File: src/rtl/pipe_stage_buf_if.sv
// Handshake bundle between two CPU pipeline stages and the inter-stage buffer.
// master = stage environment (producer + consumer), slave = the buffer itself.
interface pipe_stage_buf_if #(
  parameter int DATA_W = 128
);
  logic              flush;
  logic              up_valid;
  logic              up_ready;
  logic [DATA_W-1:0] up_data;
  logic              up_next_ds;
  logic              dn_valid;
  logic              dn_ready;
  logic [DATA_W-1:0] dn_data;
  logic              is_in_ds_o;

  modport master (
    output flush, up_valid, up_data, up_next_ds, dn_ready,
    input  up_ready, dn_valid, dn_data, is_in_ds_o
  );

  modport slave (
    input  flush, up_valid, up_data, up_next_ds, dn_ready,
    output up_ready, dn_valid, dn_data, is_in_ds_o
  );
endinterface

File: src/rtl/pipe_stage_buf.sv
// Inter-stage pipeline register: 2-entry skid buffer with flush and NOP bubble output.
// Optional PIPE_PERF_EN adds saturating stall/bubble counters.
module pipe_stage_buf #(
  parameter int                DATA_W  = 128,
  parameter logic [DATA_W-1:0] NOP_VAL = '0,
  parameter int                CNT_W   = 32
) (
  input  logic              clk,
  input  logic              rst,
  pipe_stage_buf_if.slave   bus,
  output logic [CNT_W-1:0]  stall_cnt,
  output logic [CNT_W-1:0]  bubble_cnt
);
  typedef enum logic [1:0] {EMPTY, ONE, TWO} state_t;

  state_t            state;
  logic              up_ready_q, dn_valid_q, in_ds_q;
  logic [DATA_W-1:0] main_data, skid_data;
  logic              accept;

  assign accept = bus.up_valid & up_ready_q;

  // up_ready is a pure flop: it only drops in TWO, so dn_ready never reaches it combinationally.
  always_ff @(posedge clk) begin
    if (rst || bus.flush) begin
      state      <= EMPTY;
      up_ready_q <= 1'b1;
      dn_valid_q <= 1'b0;
      in_ds_q    <= 1'b0;
    end else begin
      if (accept) in_ds_q <= bus.up_next_ds;
      case (state)
        EMPTY: if (accept) begin
          main_data  <= bus.up_data;
          dn_valid_q <= 1'b1;
          state      <= ONE;
        end
        ONE: if (bus.dn_ready) begin
          if (accept) main_data <= bus.up_data;
          else begin
            dn_valid_q <= 1'b0;
            state      <= EMPTY;
          end
        end else if (accept) begin
          skid_data  <= bus.up_data;
          up_ready_q <= 1'b0;
          state      <= TWO;
        end
        TWO: if (bus.dn_ready) begin
          main_data  <= skid_data;
          up_ready_q <= 1'b1;
          state      <= ONE;
        end
        default: begin
          state      <= EMPTY;
          up_ready_q <= 1'b1;
          dn_valid_q <= 1'b0;
        end
      endcase
    end
  end

  assign bus.up_ready   = up_ready_q;
  assign bus.dn_valid   = dn_valid_q;
  assign bus.dn_data    = dn_valid_q ? main_data : NOP_VAL;
  assign bus.is_in_ds_o = in_ds_q;

`ifdef PIPE_PERF_EN
  // Counters survive flush; only rst clears them.
  always_ff @(posedge clk) begin
    if (rst) begin
      stall_cnt  <= '0;
      bubble_cnt <= '0;
    end else begin
      if (dn_valid_q && !bus.dn_ready && !(&stall_cnt)) stall_cnt <= stall_cnt + 1'b1;
      if (!dn_valid_q && !(&bubble_cnt)) bubble_cnt <= bubble_cnt + 1'b1;
    end
  end
`else
  assign stall_cnt  = '0;
  assign bubble_cnt = '0;
`endif
endmodule

File: src/flat_wrapper.sv
// flat-port wrapper written by rule: the top's interface ports become plain ports
module pipe_stage_buf_flat 
#(
  parameter int                DATA_W  = 128,
  parameter logic [DATA_W-1:0] NOP_VAL = '0,
  parameter int                CNT_W   = 32
)
  (clk, rst, stall_cnt, bubble_cnt, bus_flush, bus_up_valid, bus_up_data, bus_up_next_ds, bus_dn_ready, bus_up_ready, bus_dn_valid, bus_dn_data, bus_is_in_ds_o);
  pipe_stage_buf_if #(.DATA_W(DATA_W)) bus_i ();
  input  logic clk;
  input  logic rst;
  output logic [CNT_W-1:0] stall_cnt;
  output logic [CNT_W-1:0] bubble_cnt;
  input wire logic [$bits(bus_i.flush)-1:0] bus_flush;
  input wire logic [$bits(bus_i.up_valid)-1:0] bus_up_valid;
  input wire logic [$bits(bus_i.up_data)-1:0] bus_up_data;
  input wire logic [$bits(bus_i.up_next_ds)-1:0] bus_up_next_ds;
  input wire logic [$bits(bus_i.dn_ready)-1:0] bus_dn_ready;
  output wire logic [$bits(bus_i.up_ready)-1:0] bus_up_ready;
  output wire logic [$bits(bus_i.dn_valid)-1:0] bus_dn_valid;
  output wire logic [$bits(bus_i.dn_data)-1:0] bus_dn_data;
  output wire logic [$bits(bus_i.is_in_ds_o)-1:0] bus_is_in_ds_o;
  assign bus_i.flush = bus_flush;
  assign bus_i.up_valid = bus_up_valid;
  assign bus_i.up_data = bus_up_data;
  assign bus_i.up_next_ds = bus_up_next_ds;
  assign bus_i.dn_ready = bus_dn_ready;
  assign bus_up_ready = bus_i.up_ready;
  assign bus_dn_valid = bus_i.dn_valid;
  assign bus_dn_data = bus_i.dn_data;
  assign bus_is_in_ds_o = bus_i.is_in_ds_o;
  pipe_stage_buf #(.DATA_W(DATA_W), .NOP_VAL(NOP_VAL), .CNT_W(CNT_W)) u_core (.clk(clk), .rst(rst), .bus(bus_i), .stall_cnt(stall_cnt), .bubble_cnt(bubble_cnt));
endmodule
File: config.mk
export PLATFORM = sky130hd
export DESIGN_NAME = pipe_stage_buf_flat
export DESIGN_NICKNAME = d
export VERILOG_FILES = /design/src/rtl/pipe_stage_buf_if.sv /design/src/rtl/pipe_stage_buf.sv /design/src/flat_wrapper.sv
export SDC_FILE = /design/constraint.sdc
export NUM_CORES = 1
export LEC_CHECK = 0
export BUFFER_PORTS_ARGS = -buffer_cell sky130_fd_sc_hd__buf_2
export CAP_MARGIN = 10
export CORE_MARGIN = 2
export CORE_UTILIZATION = 27
export CTS_BUF_LIST = sky130_fd_sc_hd__clkbuf_4 sky130_fd_sc_hd__clkbuf_8
export CTS_CLUSTER_SIZE = 14
export DETAILED_ROUTE_END_ITERATION = 12
export PLACE_DENSITY = 0.56
export SLEW_MARGIN = 10
export SYNTH_ARGS = -nofsm -noshare
export SYNTH_HDL_FRONTEND = slang
export SYNTH_SLANG_ARGS = --single-unit
File: constraint.sdc
create_clock -name clk -period 15.99 [get_ports clk]
set_input_delay 0.7995 -clock clk [delete_from_list [all_inputs] [get_ports clk]]
set_output_delay 0.7995 -clock clk [all_outputs]
set_load 0.01 [all_outputs]
==> summary.md <==
| Metric | Value |
|---|---|
| RSZ-0062 raised after global routing | `false` |
| CTS buffer count | `46` |
| Clock skew | `0.0133 ns` |
| Worst-case clock buffer depth | `3` |
| Final hold vios | `0` |
| Nets@finish | `1061` |
| Fillers | `4118` |
| Slew headroom | `37.0%` |
| Clk_lat worst skew | `0.57 ns` |
| Width of the chip | `209 um` |
| Core Area | `41800 um2` |
| Number of port buffers | `264` |
| Routed vias | `6016` |
| CTS tree | `done` |
| H-tree depth | `2` |
| Crit share post-route | `20.9%` |
| Most common cell after layout, fill and taps aside | `buf_2` |
| Cell Chain, Critical Path | `nand2b_4, buf_4, buf_4, mux2_4` |
| Mapped Area | `11400 um2` |
| Worst path max stage delay | `0.80 ns` |
| Max-cap violations | `0` |
| Clock sinks | `261` |
| Critical path launch point type | `register` |
| CP Data Arrival Time | `3.66 ns` |
| Chip height | `209 um` |
| Initial core utilization | `27.2%` |
| Vias per inst | `4.00` |
| Netlist cell types | `28` |
| Min-delay worst type | `primary input to register` |
| CP Class | `register to register` |
| Drt first pass iters | `4` |
| Final Non-Filler Cells | `1503` |
| Initial detailed-routing violation count | `191` |
| Dpl cells | `1418` |
| Max Fclk | `299 MHz` |
| Most frequent cells in the layout | `buf_2 (264), edfxtp_1 (256), and2_1 (129)` |
| VDD IR max | `54.8 uV` |
| Design area | `13800 um2` |
| Wire per inst | `15.8 um` |
| Ys Warns | `0` |
| Fin util | `33.1%` |
| DRC violations left | `0` |
| CP Capture Type | `register` |
| Total GRT Usage | `10.8%` |
| Post-DP HPWL | `15100 um` |
| Placed instance area | `12900 um2` |
| DIE AREA | `43800 um2` |
| Worst-path clk slew | `0.06 ns` |
| Actual slew at the worst max-slew pin | `0.945 ns` |
| Leak | `5.86 nW` |
| GP Congestion | `0.742` |
| Cts repair resizes | `0` |
| Initial antenna violation count | `3` |
| Final setup viols | `0` |
| Routed wire length | `23700 um` |
| First-pass GRT wire length | `36000 um` |
| Largest net degree at the start of global routing | `70` |
| Most used cell, CP | `buf_4` |
| Count of final max-slew check failures | `0` |
| Min Tclk post-route | `3.34 ns` |
| Synthesized flop and latch total | `261` |
| Setup TNS | `0 ns` |
| CP max FO | `48` |
| Vias in the first global route | `6283` |
| Worst path required time | `16.31 ns` |
| Num ports | `329` |
| Pwr Density | `108 nW/um2` |
| Layout area overhead | `21.7%` |
| Sequential share of the synthesized area | `68.5%` |
| Layout cells sized above 1 | `49.6%` |
| CP max-delay cell | `buf_4` |
| Congestion Overflow GR | `0` |
| Number of setup buffers added after CTS | `0` |
| Synth Area per Inst | `17.8 um2` |
| Post-route ant nets | `0` |
| Outcome | `finished, final reports clean` |
| CTS Hold Bufs | `0` |
| Row count | `75` |
| Synthesized instance count | `638` |
| Root Driver | `clkbuf_8` |
cell type report:
cell class                      count  area (um2)  share of cell area [%]
Tap cell                          539         674                    4.87
Antenna cell                        1        2.50                  0.0181
Clock buffer                       67         822                    5.94
Sequential cell                   261        7790                    56.3
Multi-Input combinational cell    346        3050                    22.0
Timing Repair Buffer              271        1370                    9.93
Clock inverter                     17         128                   0.922
Inverter                            1        3.75                  0.0271
Yosys cell counts:
cell      number  area [um2]
clkbuf_1      14        52.6
conb_1         1        3.75
inv_1          1        3.75
and2_1       129         807
or2_2          1        6.26
and3b_1        2        17.5
nor2b_1        2        12.5
mux2_4       101        1520
nand2b_4       1        13.8
mux2_2        27         304
buf_4         66         495
a211oi_1       1        7.51
nor2_1         2        7.51
o311a_1        1        10.0
o21a_1         1        7.51
buf_6          2        22.5
a211o_1        1        8.76
and3_1         1        6.26
dfxtp_1        5         100
edfxtp_1     256        7690
nand3b_1       1        7.51
buf_12        11         220
a21oi_1        3        15.0
a221oi_1       1        8.76
o21ai_0        1        5.00
or3_1          1        6.26
nand2_1        4        15.0
o21bai_1       1        7.51
sequential cells by signal, summed over array words and instances (netlist names):
register / flops
u_core.main_data: 128
u_core.skid_data: 128
u_core.state: 2
u_core.bus.dn_valid: 1
u_core.bus.is_in_ds_o: 1
u_core.bus.up_ready: 1
where the power goes:
group,total (W),internal (W),leakage (nW),switching [W]
Clock,0.000636,0.000362,0.496,0.000274
Sequential,0.000770,0.000766,2.37,0.00000454
Combinational,0.0000910,0.0000453,2.99,0.0000456
per-stage QoR:
step,total power [W],hold WS [ns],setup slack (ns)
floorplan,0.000849,0.478,7.92
global placement,0.000876,0.454,12.46
detailed placement,0.000877,0.465,12.35
CTS,0.00153,0.339,12.52
global route,0.00156,0.344,12.44
finish,0.00150,0.416,12.65
cell families after synthesis:
family | count (synthesis) | share of synthesized area, %
simple gates | 144 | 7.91
flops | 261 | 68.5
other cells | 1 | 0.0330
compound gates | 10 | 0.616
mux | 128 | 16.0
buf+inv | 94 | 6.98
metal layers:
layer  vias up  part of all wire, %  wire (um)  track usage, %
li1       2786                    -          -               -
met4         4                  2.3        549            4.06
met2       264                   48      11300            17.5
met1      2918                   42       9910            12.9
met3        44                  8.2       1940            4.20
met5         -                 0.11         27               0
path summary, 6_finish.rpt:
kind	startpoint	end	slack (ns)	depth (start not counted)
setup reg to reg	u_core.state[0]	u_core.main_data[57]	12.65	4
setup / recovery	u_core.state[0]	u_core.main_data[57]	12.65	4
hold / removal	bus_up_data[70]	u_core.skid_data[70]	0.42	1
hold reg to reg	u_core.bus.is_in_ds_o	u_core.bus.is_in_ds_o	0.48	2
worst max-delay path, delay by kind of cell, from the launching register on:
kind,cells,cell delay (ns)
multiplexers,1,0.35
AND/OR/NAND/NOR,1,0.68
flip-flops,1,0.41
buffers and inverters,2,1.55
Note: power is estimated with default switching activity, not from simulation.
